$ cat src/rtl/axis_video_mon.sv
// -----------------------------------------------------------------------------
// axis_video_mon
//
// Inline AXI4-Stream video monitor. The stream path is a pure wire-through
// (zero latency, never stalls, alters or drops a beat). Alongside it, a
// registered side channel measures the video geometry and rates, and flags
// malformed line/frame structure with sticky error bits.
//
// Ports
//   aclk, aresetn         clock; synchronous active-low reset
//   s_axis_*              upstream stream (tvalid/tready/tdata/tlast/tuser)
//   m_axis_*              downstream stream, mirrors s_axis_*
//   clr_sticky            one-cycle clear of the err_* bits
//   width_o               beats per line of the last complete frame
//   height_o              lines in the last complete frame
//   fps_o                 frames started in the last completed window
//   stall_o               tvalid & !tready cycles in the last completed window
//   frame_cnt_o           frames completed since reset (wraps)
//   meas_valid_o          pulse when width_o/height_o/frame_cnt_o update
//   err_eol_early_o       a line shorter than the frame's first line
//   err_eol_late_o        a line longer than the frame's first line
//   err_sof_early_o       SOF arrived in the middle of a line
// -----------------------------------------------------------------------------
module axis_video_mon #(
    parameter int TDATA_WIDTH = 48,
    parameter int TUSER_WIDTH = 1,
    parameter int FREQ_HZ     = 100000000,
    parameter int DIM_WIDTH   = 16
) (
    input  logic                   aclk,
    input  logic                   aresetn,

    input  logic                   s_axis_tvalid,
    output logic                   s_axis_tready,
    input  logic [TDATA_WIDTH-1:0] s_axis_tdata,
    input  logic                   s_axis_tlast,
    input  logic [TUSER_WIDTH-1:0] s_axis_tuser,

    output logic                   m_axis_tvalid,
    input  logic                   m_axis_tready,
    output logic [TDATA_WIDTH-1:0] m_axis_tdata,
    output logic                   m_axis_tlast,
    output logic [TUSER_WIDTH-1:0] m_axis_tuser,

    input  logic                   clr_sticky,
    output logic [DIM_WIDTH-1:0]   width_o,
    output logic [DIM_WIDTH-1:0]   height_o,
    output logic [15:0]            fps_o,
    output logic [31:0]            stall_o,
    output logic [31:0]            frame_cnt_o,
    output logic                   meas_valid_o,
    output logic                   err_eol_early_o,
    output logic                   err_eol_late_o,
    output logic                   err_sof_early_o
);

    localparam int WIN_W = (FREQ_HZ > 1) ? $clog2(FREQ_HZ) : 1;
    localparam logic [WIN_W-1:0]     WIN_LAST = WIN_W'(FREQ_HZ - 1);
    localparam logic [DIM_WIDTH-1:0] DIM_ONE  = DIM_WIDTH'(1);
    localparam logic [DIM_WIDTH-1:0] DIM_MAX  = '1;

    // Sticky error bit positions
    localparam int E_EARLY = 0;
    localparam int E_LATE  = 1;
    localparam int E_SOF   = 2;

    // ---------------------------------------------------------------- passthrough
    assign m_axis_tvalid = s_axis_tvalid;
    assign m_axis_tdata  = s_axis_tdata;
    assign m_axis_tlast  = s_axis_tlast;
    assign m_axis_tuser  = s_axis_tuser;
    assign s_axis_tready = m_axis_tready;

    // ---------------------------------------------------------------- events
    logic beat, sof, eol, stall;
    assign beat  = s_axis_tvalid & m_axis_tready;
    assign sof   = beat & s_axis_tuser[0];
    assign eol   = beat & s_axis_tlast;
    assign stall = s_axis_tvalid & ~m_axis_tready;

    // ---------------------------------------------------------------- state
    logic [DIM_WIDTH-1:0] pix_cnt_q,   pix_cnt_d;
    logic [DIM_WIDTH-1:0] line_cnt_q,  line_cnt_d;
    logic [DIM_WIDTH-1:0] ref_w_q,     ref_w_d;
    logic                 ref_valid_q, ref_valid_d;
    logic                 seen_sof_q,  seen_sof_d;
    logic [DIM_WIDTH-1:0] width_q,     width_d;
    logic [DIM_WIDTH-1:0] height_q,    height_d;
    logic [31:0]          frame_cnt_q, frame_cnt_d;
    logic                 meas_q,      meas_d;
    logic [WIN_W-1:0]     win_cnt_q,   win_cnt_d;
    logic [15:0]          win_frames_q, win_frames_d;
    logic [31:0]          win_stall_q, win_stall_d;
    logic [15:0]          fps_q,       fps_d;
    logic [31:0]          stall_q,     stall_d;
    logic [2:0]           err_q,       err_d;
    logic [2:0]           err_set;

    logic [DIM_WIDTH-1:0] line_len;
    logic [15:0]          frames_inc;
    logic [31:0]          stall_inc;
    logic                 win_end;

    // Length of the line closed by this beat, saturating like pix_cnt.
    assign line_len = (pix_cnt_q == DIM_MAX) ? DIM_MAX : pix_cnt_q + DIM_ONE;

    // Window accumulators including the current cycle, so that an event on the
    // terminal cycle still lands in the window it belongs to.
    assign frames_inc = (sof && win_frames_q != 16'hFFFF) ? win_frames_q + 16'd1 : win_frames_q;
    assign stall_inc  = (stall && win_stall_q != 32'hFFFF_FFFF) ? win_stall_q + 32'd1 : win_stall_q;
    assign win_end    = (win_cnt_q == WIN_LAST);

    always_comb begin
        pix_cnt_d   = pix_cnt_q;
        line_cnt_d  = line_cnt_q;
        ref_w_d     = ref_w_q;
        ref_valid_d = ref_valid_q;
        seen_sof_d  = seen_sof_q;
        width_d     = width_q;
        height_d    = height_q;
        frame_cnt_d = frame_cnt_q;
        meas_d      = 1'b0;
        err_set     = 3'b000;

        // Pixel counter: the SOF beat is pixel 1 of the new line.
        if (beat) begin
            if (sof) begin
                pix_cnt_d = eol ? '0 : DIM_ONE;
            end else if (eol) begin
                pix_cnt_d = '0;
            end else if (pix_cnt_q != DIM_MAX) begin
                pix_cnt_d = pix_cnt_q + DIM_ONE;
            end
        end

        if (sof) begin
            // A mid-line SOF discards the partial line: it is simply never
            // counted because line_cnt only advances on eol.
            err_set[E_SOF] = (pix_cnt_q != '0);
            seen_sof_d     = 1'b1;
            if (seen_sof_q) begin
                width_d     = ref_w_q;
                height_d    = line_cnt_q + {{(DIM_WIDTH-1){1'b0}}, eol};
                frame_cnt_d = frame_cnt_q + 32'd1;
                meas_d      = 1'b1;
            end
            // A SOF+tlast beat is a complete one-beat first line.
            ref_valid_d = eol;
            line_cnt_d  = eol ? DIM_ONE : '0;
            if (eol) begin
                ref_w_d = DIM_ONE;
            end
        end else if (eol) begin
            if (!ref_valid_q) begin
                ref_w_d     = line_len;
                ref_valid_d = 1'b1;
            end else begin
                err_set[E_EARLY] = (line_len < ref_w_q);
                err_set[E_LATE]  = (line_len > ref_w_q);
            end
            if (line_cnt_q != DIM_MAX) begin
                line_cnt_d = line_cnt_q + DIM_ONE;
            end
        end
    end

    // Measurement window
    always_comb begin
        win_cnt_d    = win_end ? '0 : win_cnt_q + WIN_W'(1);
        win_frames_d = win_end ? 16'd0 : frames_inc;
        win_stall_d  = win_end ? 32'd0 : stall_inc;
        fps_d        = win_end ? frames_inc : fps_q;
        stall_d      = win_end ? stall_inc : stall_q;
    end

    // Sticky errors: a set event beats a simultaneous clear.
    generate
        for (genvar gi = 0; gi < 3; gi++) begin : g_err
            assign err_d[gi] = (err_q[gi] & ~clr_sticky) | err_set[gi];
        end
    endgenerate

    always_ff @(posedge aclk) begin
        if (!aresetn) begin
            pix_cnt_q    <= '0;
            line_cnt_q   <= '0;
            ref_w_q      <= '0;
            ref_valid_q  <= 1'b0;
            seen_sof_q   <= 1'b0;
            width_q      <= '0;
            height_q     <= '0;
            frame_cnt_q  <= '0;
            meas_q       <= 1'b0;
            win_cnt_q    <= '0;
            win_frames_q <= '0;
            win_stall_q  <= '0;
            fps_q        <= '0;
            stall_q      <= '0;
            err_q        <= '0;
        end else begin
            pix_cnt_q    <= pix_cnt_d;
            line_cnt_q   <= line_cnt_d;
            ref_w_q      <= ref_w_d;
            ref_valid_q  <= ref_valid_d;
            seen_sof_q   <= seen_sof_d;
            width_q      <= width_d;
            height_q     <= height_d;
            frame_cnt_q  <= frame_cnt_d;
            meas_q       <= meas_d;
            win_cnt_q    <= win_cnt_d;
            win_frames_q <= win_frames_d;
            win_stall_q  <= win_stall_d;
            fps_q        <= fps_d;
            stall_q      <= stall_d;
            err_q        <= err_d;
        end
    end

    assign width_o         = width_q;
    assign height_o        = height_q;
    assign fps_o           = fps_q;
    assign stall_o         = stall_q;
    assign frame_cnt_o     = frame_cnt_q;
    assign meas_valid_o    = meas_q;
    assign err_eol_early_o = err_q[E_EARLY];
    assign err_eol_late_o  = err_q[E_LATE];
    assign err_sof_early_o = err_q[E_SOF];

endmodule

$ cat config.mk
export PLATFORM = sky130hd
export DESIGN_NAME = axis_video_mon
export DESIGN_NICKNAME = d
export VERILOG_FILES = /design/src/rtl/axis_video_mon.sv
export SDC_FILE = /design/constraint.sdc
export NUM_CORES = 1
export LEC_CHECK = 0
export ABC_AREA = 1
export CORE_MARGIN = 2
export CORE_UTILIZATION = 58
export DETAILED_ROUTE_END_ITERATION = 8
export DONT_BUFFER_PORTS = 1
export PLACE_DENSITY = 0.81
export RECOVER_POWER = 25
export SKIP_LAST_GASP = 1
export SLEW_MARGIN = 20
export SYNTH_ARGS = -nofsm -noshare
export SYNTH_HDL_FRONTEND = slang
export SYNTH_SLANG_ARGS = --single-unit
export TNS_END_PERCENT = 30
$ cat constraint.sdc
create_clock -name aclk -period 2.2 [get_ports aclk]
set_clock_uncertainty 0.15 [all_clocks]
set_input_delay 0.22 -clock aclk [delete_from_list [all_inputs] [get_ports aclk]]
set_output_delay 0.22 -clock aclk [all_outputs]
set_load 0.05 [all_outputs]
==> flow_summary.rst <==
.. list-table::
   :header-rows: 1

   * - Metric
     - Value
   * - Critical path startpoint
     - pix_cnt_q[1]
   * - Worst hold-check path type
     - input pin to register
   * - CORE AREA
     - around 0.022 mm2
   * - Wire length of the first global-routing pass
     - about 55 mm
   * - Warnings from Yosys
     - 0
   * - RSZ-0062 raised after global routing
     - yes
   * - Required time of the critical path
     - around 2.5 ns
   * - Proportion of synthesized chip area in sequential cells
     - between 30 and 40%
   * - Fraction of power spent switching nets
     - 23.1%
   * - Largest driver fanout on the critical path
     - 3
   * - Synth top cells by count
     - sky130_fd_sc_hd__nand2_1 (710), sky130_fd_sc_hd__nor2_1 (260), sky130_fd_sc_hd__dfxtp_1 (241)
   * - Result of the run
     - finished, violations left
   * - Final critical-path share of the clock period
     - 109%
   * - I/O Pins
     - between 200 and 250
   * - Cell area reported after detailed placement
     - 0.0137 mm2
   * - Most frequently used flop master after synthesis
     - sky130_fd_sc_hd__dfxtp_1
   * - Pin slew with the least headroom to its limit
     - roughly 0.60 ns
   * - Routed wire length
     - ~33 mm
   * - Leak Pwr
     - a little over 6 nW
   * - Top achievable clock speed
     - around 0.42 GHz
   * - Skew-Pair Late Insertion Delay
     - about 0.53 ns
   * - Number of cells in the design after placement
     - between 2000 and 2500
   * - Worst Setup Path Type
     - register to register
   * - Area of the mapped netlist
     - approximately 0.013 mm2
   * - Top area cells in the synthesized netlist
     - sky130_fd_sc_hd__dfxtp_1 (37%), sky130_fd_sc_hd__nand2_1 (20%), sky130_fd_sc_hd__nor2_1 (7.5%)
   * - Number of standard cells after synthesis
     - approximately 2000
   * - Layout cells sized above 1
     - 14.5%
   * - Peak VDD IR
     - about 0.00054 V
   * - Chip Height
     - roughly 150 um
   * - Max-slew violation count
     - 0
   * - Combinational power share
     - under 10%
   * - Max-capacitance violation count
     - 0
   * - CTS tree
     - done
   * - Cts bufs inserted
     - 26
   * - Area growth from synthesis to layout
     - 16.3%
   * - GR met1 Demand/Resource
     - 36.1%
   * - Power density cells
     - just over 600 mW/mm2
   * - Met3 demand-to-capacity share in global routing
     - under 10%
   * - Met2 Resource Use GR
     - 46.3%
   * - Area of combinational cells with multiple inputs
     - a little over 0.007 mm2
   * - Count of clock tree sinks
     - between 200 and 250
   * - PnR worst setup slack
     - -0.206 ns
   * - Clock root buffer master
     - sky130_fd_sc_hd__clkbuf_16
   * - Port Buffer Count
     - 0
   * - Post-route standard cell area excluding fillers
     - 0.0151 mm2
   * - Most used routing layer in global routing
     - met2
   * - Vias per cell
     - between 5 and 6
   * - Power Internal
     - just over 7 mW
   * - CP Capture Type
     - register
   * - Total gr overflow
     - 0
   * - Effective utilization at floorplan
     - approximately three fifths
   * - Die area
     - between 0.02 and 0.025 mm2
   * - Final antenna-violating net count
     - 0
   * - Biggest area consumer among synthesized cells
     - sky130_fd_sc_hd__dfxtp_1
   * - Sort of element at the start of the critical path
     - register
   * - Chip width
     - around 150 um
   * - Cell with the most instances after synthesis
     - sky130_fd_sc_hd__nand2_1
   * - Final setup viols
     - 3
   * - Vias in the first global route
     - between 10000 and 15000
   * - Number of cell rows
     - 54
   * - Antenna diode count
     - 0
   * - Min-Delay Startpoint
     - s_axis_tvalid
   * - Tightest slew margin relative to the limit
     - around 60%
   * - First-pass detailed-route iteration total
     - 6
   * - Final period demand of the worst path
     - 2.41 ns
   * - Last weighted congestion value of the routability-driven placer
     - 0.946
   * - Total negative setup slack
     - -0.406 ns
   * - Final Non-Filler Cells
     - between 2000 and 2500
   * - Area share of the leading cell type in the synthesized netlist
     - a little under two fifths
   * - Violated checks
     - negative setup slack
   * - Final Hold Violating Endpoints
     - 0
   * - Number of enable flip-flop cells after synthesis
     - 0
   * - DRC marker count from the first detailed-route iteration
     - 1012
   * - FF+latch count, synth
     - around 240
   * - Net count after synthesis
     - 2084
   * - R2R Setup Slk
     - -0.21 ns
   * - Post-synthesis cell type count
     - 42
   * - Share of flip-flops with an asynchronous set or reset after synthesis
     - 0%
   * - Clk slew on worst S/H paths
     - ~0.06 ns
   * - Sum of net half-perimeters after detailed placement
     - roughly 23 mm
   * - Switch Pwr
     - between 2 and 2.5 mW
   * - Data arrival time of the critical path
     - 2.71 ns
   * - Maximum number of pins on one net before global-route repair
     - 71
   * - Global router's overall resource usage
     - between 20% and 30%
   * - Post-layout net count
     - about 2100
   * - Fillers
     - around 1900
   * - Average wire per standard cell
     - around 14 um
   * - H-tree levels
     - 1
   * - Reg2Reg Launch Point
     - pix_cnt_q[1]
   * - Vias post-DR
     - around 13000
   * - Post-Synthesis Mean Instance Area
     - around 6.5 um2
   * - Maximum buffer depth of the clock tree
     - 3
   * - Storage element area
     - 0.00485 mm2
   * - Antenna violations before repair
     - 0
   * - Part of the total power dissipated in sequential elements
     - between 40% and 50%
   * - Relative contribution of the clock network to total power
     - between 40% and 50%
   * - DRC violations left
     - 0
==> power groups by stage <==
| stage | registers, mW | clock network, mW | logic (mW) |
|---|---|---|---|
| 3_5_place_dp | 4.53 | 0 | 0.316 |
| 5_1_grt | 4.43 | 4.71 | 0.396 |
| 2_1_floorplan | 4.53 | 0 | 0.469 |
| 4_1_cts | 4.43 | 4.53 | 0.353 |
| 3_3_place_gp | 4.53 | 0 | 0.311 |
| 6_report | 4.43 | 4.44 | 0.362 |
==> timing repair <==
item,4_1_cts,5_1_grt
pin swaps,20,18
hold endpoints to repair,172,0
buffers inserted,10,3
resized for setup,56,34
setup endpoints to repair,2,30
hold buffers,7,0
==> layout by cell type, fill, tap and decap left out, types with 3 or more instances in the layout <==
| master | synthesis | routed |
|---|---|---|
| sky130_fd_sc_hd__xnor2_1 | 16 | 15 |
| sky130_fd_sc_hd__clkinvlp_4 | 0 | 5 |
| sky130_fd_sc_hd__o221ai_1 | 3 | 3 |
| sky130_fd_sc_hd__nor3_1 | 19 | 18 |
| sky130_fd_sc_hd__o21bai_1 | 4 | 4 |
| sky130_fd_sc_hd__dlygate4sd3_1 | 0 | 6 |
| sky130_fd_sc_hd__inv_6 | 1 | 3 |
| sky130_fd_sc_hd__a21oi_1 | 151 | 148 |
| sky130_fd_sc_hd__buf_4 | 56 | 113 |
| sky130_fd_sc_hd__nand2_1 | 710 | 691 |
| sky130_fd_sc_hd__o21a_1 | 6 | 6 |
| sky130_fd_sc_hd__or2_2 | 12 | 9 |
| sky130_fd_sc_hd__dfxtp_4 | 0 | 4 |
| sky130_fd_sc_hd__xor2_1 | 34 | 30 |
| sky130_fd_sc_hd__nand3b_1 | 19 | 19 |
| sky130_fd_sc_hd__dfxtp_2 | 0 | 7 |
| sky130_fd_sc_hd__nand4_1 | 38 | 38 |
| sky130_fd_sc_hd__a21oi_2 | 1 | 3 |
| sky130_fd_sc_hd__buf_12 | 0 | 9 |
| sky130_fd_sc_hd__o21ai_1 | 1 | 3 |
| sky130_fd_sc_hd__xor2_2 | 0 | 3 |
| sky130_fd_sc_hd__inv_2 | 9 | 13 |
| sky130_fd_sc_hd__dfxtp_1 | 241 | 230 |
| sky130_fd_sc_hd__o21ai_0 | 58 | 55 |
| sky130_fd_sc_hd__clkbuf_8 | 0 | 3 |
| sky130_fd_sc_hd__or2_4 | 0 | 3 |
| sky130_fd_sc_hd__clkbuf_16 | 0 | 27 |
| sky130_fd_sc_hd__nand2_4 | 2 | 7 |
| sky130_fd_sc_hd__inv_1 | 161 | 156 |
| sky130_fd_sc_hd__clkinv_2 | 0 | 4 |
| sky130_fd_sc_hd__nor2_4 | 4 | 8 |
| sky130_fd_sc_hd__ha_4 | 0 | 11 |
| sky130_fd_sc_hd__buf_6 | 6 | 4 |
| sky130_fd_sc_hd__nand3_1 | 78 | 73 |
| sky130_fd_sc_hd__nor2_1 | 260 | 252 |
| sky130_fd_sc_hd__nand2_2 | 23 | 37 |
| sky130_fd_sc_hd__nand3_4 | 0 | 3 |
| sky130_fd_sc_hd__nor2_2 | 5 | 9 |
| sky130_fd_sc_hd__ha_1 | 25 | 14 |
| sky130_fd_sc_hd__clkbuf_1 | 27 | 3 |
==> sequential cells by signal (all words and copies together) (netlist names) <==
name / cells
win_stall_q: 32
win_frames_q: 16
ref_w_q: 16
width_o: 16
pix_cnt_q: 16
frame_cnt_o: 32
height_o: 16
win_cnt_q: 27
err_q: 3
line_cnt_q: 16
ref_valid_q: 1
stall_o: 32
meas_valid_o: 1
fps_o: 16
seen_sof_q: 1
==> worst max-delay path, cell delays in order, from the launching register on <==
cell and delay (ns):
sky130_fd_sc_hd__dfxtp_4 0.37, sky130_fd_sc_hd__ha_4 0.16, sky130_fd_sc_hd__nand3_4 0.11, sky130_fd_sc_hd__nor2_4 0.14, sky130_fd_sc_hd__nand2_2 0.07, sky130_fd_sc_hd__xor2_2 0.23, sky130_fd_sc_hd__nand2_2 0.13, sky130_fd_sc_hd__ha_4 0.29
sky130_fd_sc_hd__nand2_1 0.07, sky130_fd_sc_hd__nor2_2 0.10, sky130_fd_sc_hd__nand2_2 0.08, sky130_fd_sc_hd__inv_2 0.06, sky130_fd_sc_hd__nand2_2 0.08, sky130_fd_sc_hd__nand2_2 0.07, sky130_fd_sc_hd__nand2_1 0.06, sky130_fd_sc_hd__a21oi_1 0.14
==> path summary, 6_finish.rpt <==
kind,endpoint,cells past startpoint
max,err_q[1],15
min,win_stall_q[16],5
max reg2reg,err_q[1],15
min reg2reg,ref_w_q[10],2
==> cells by family after synthesis <==
| family | count (synthesis) | share of synthesized area (%) |
|---|---|---|
| AO/OA/AOI/OAI | 229 | 9.20 |
| XOR/XNOR | 50 | 3.36 |
| adder cells (fa/ha/maj) | 25 | 2.40 |
| buffers and inverters | 278 | 10.2 |
| flip-flops | 241 | 37.1 |
| AND/OR/NAND/NOR | 1181 | 37.8 |
==> through the flow <==
step           total power, mW  setup WS [ns]  hold slack [ns]  util (%)
2_1_floorplan             5.00        0.00191            0.257         -
3_3_place_gp              4.84         -0.117            0.214      62.3
3_5_place_dp              4.85         -0.180            0.218      62.3
4_1_cts                   9.31        -0.0557          0.00982      68.2
5_1_grt                   9.53         -0.249           0.0550      68.9
6_report                  9.23         -0.206           0.0393      68.9
==> final cells by class <==
cell class                 count  area share [%]
clock buffer                  33            4.81
clock inverter                15            1.01
inverter                     172            4.32
multi-input combinational   1485            48.0
sequential                   241            32.0
tap                          280            2.31
timing repair buffer         132            7.49
==> metal layers <==
| layer | vias to the layer above | wire length, um |
|---|---|---|
| li1 | 6390 | - |
| met1 | 5715 | 14800 |
| met2 | 456 | 15500 |
| met3 | 80 | 2260 |
| met4 | 0 | 778 |
| met5 | - | 0 |
No activity file was read; power rests on OpenSTA's default activity.
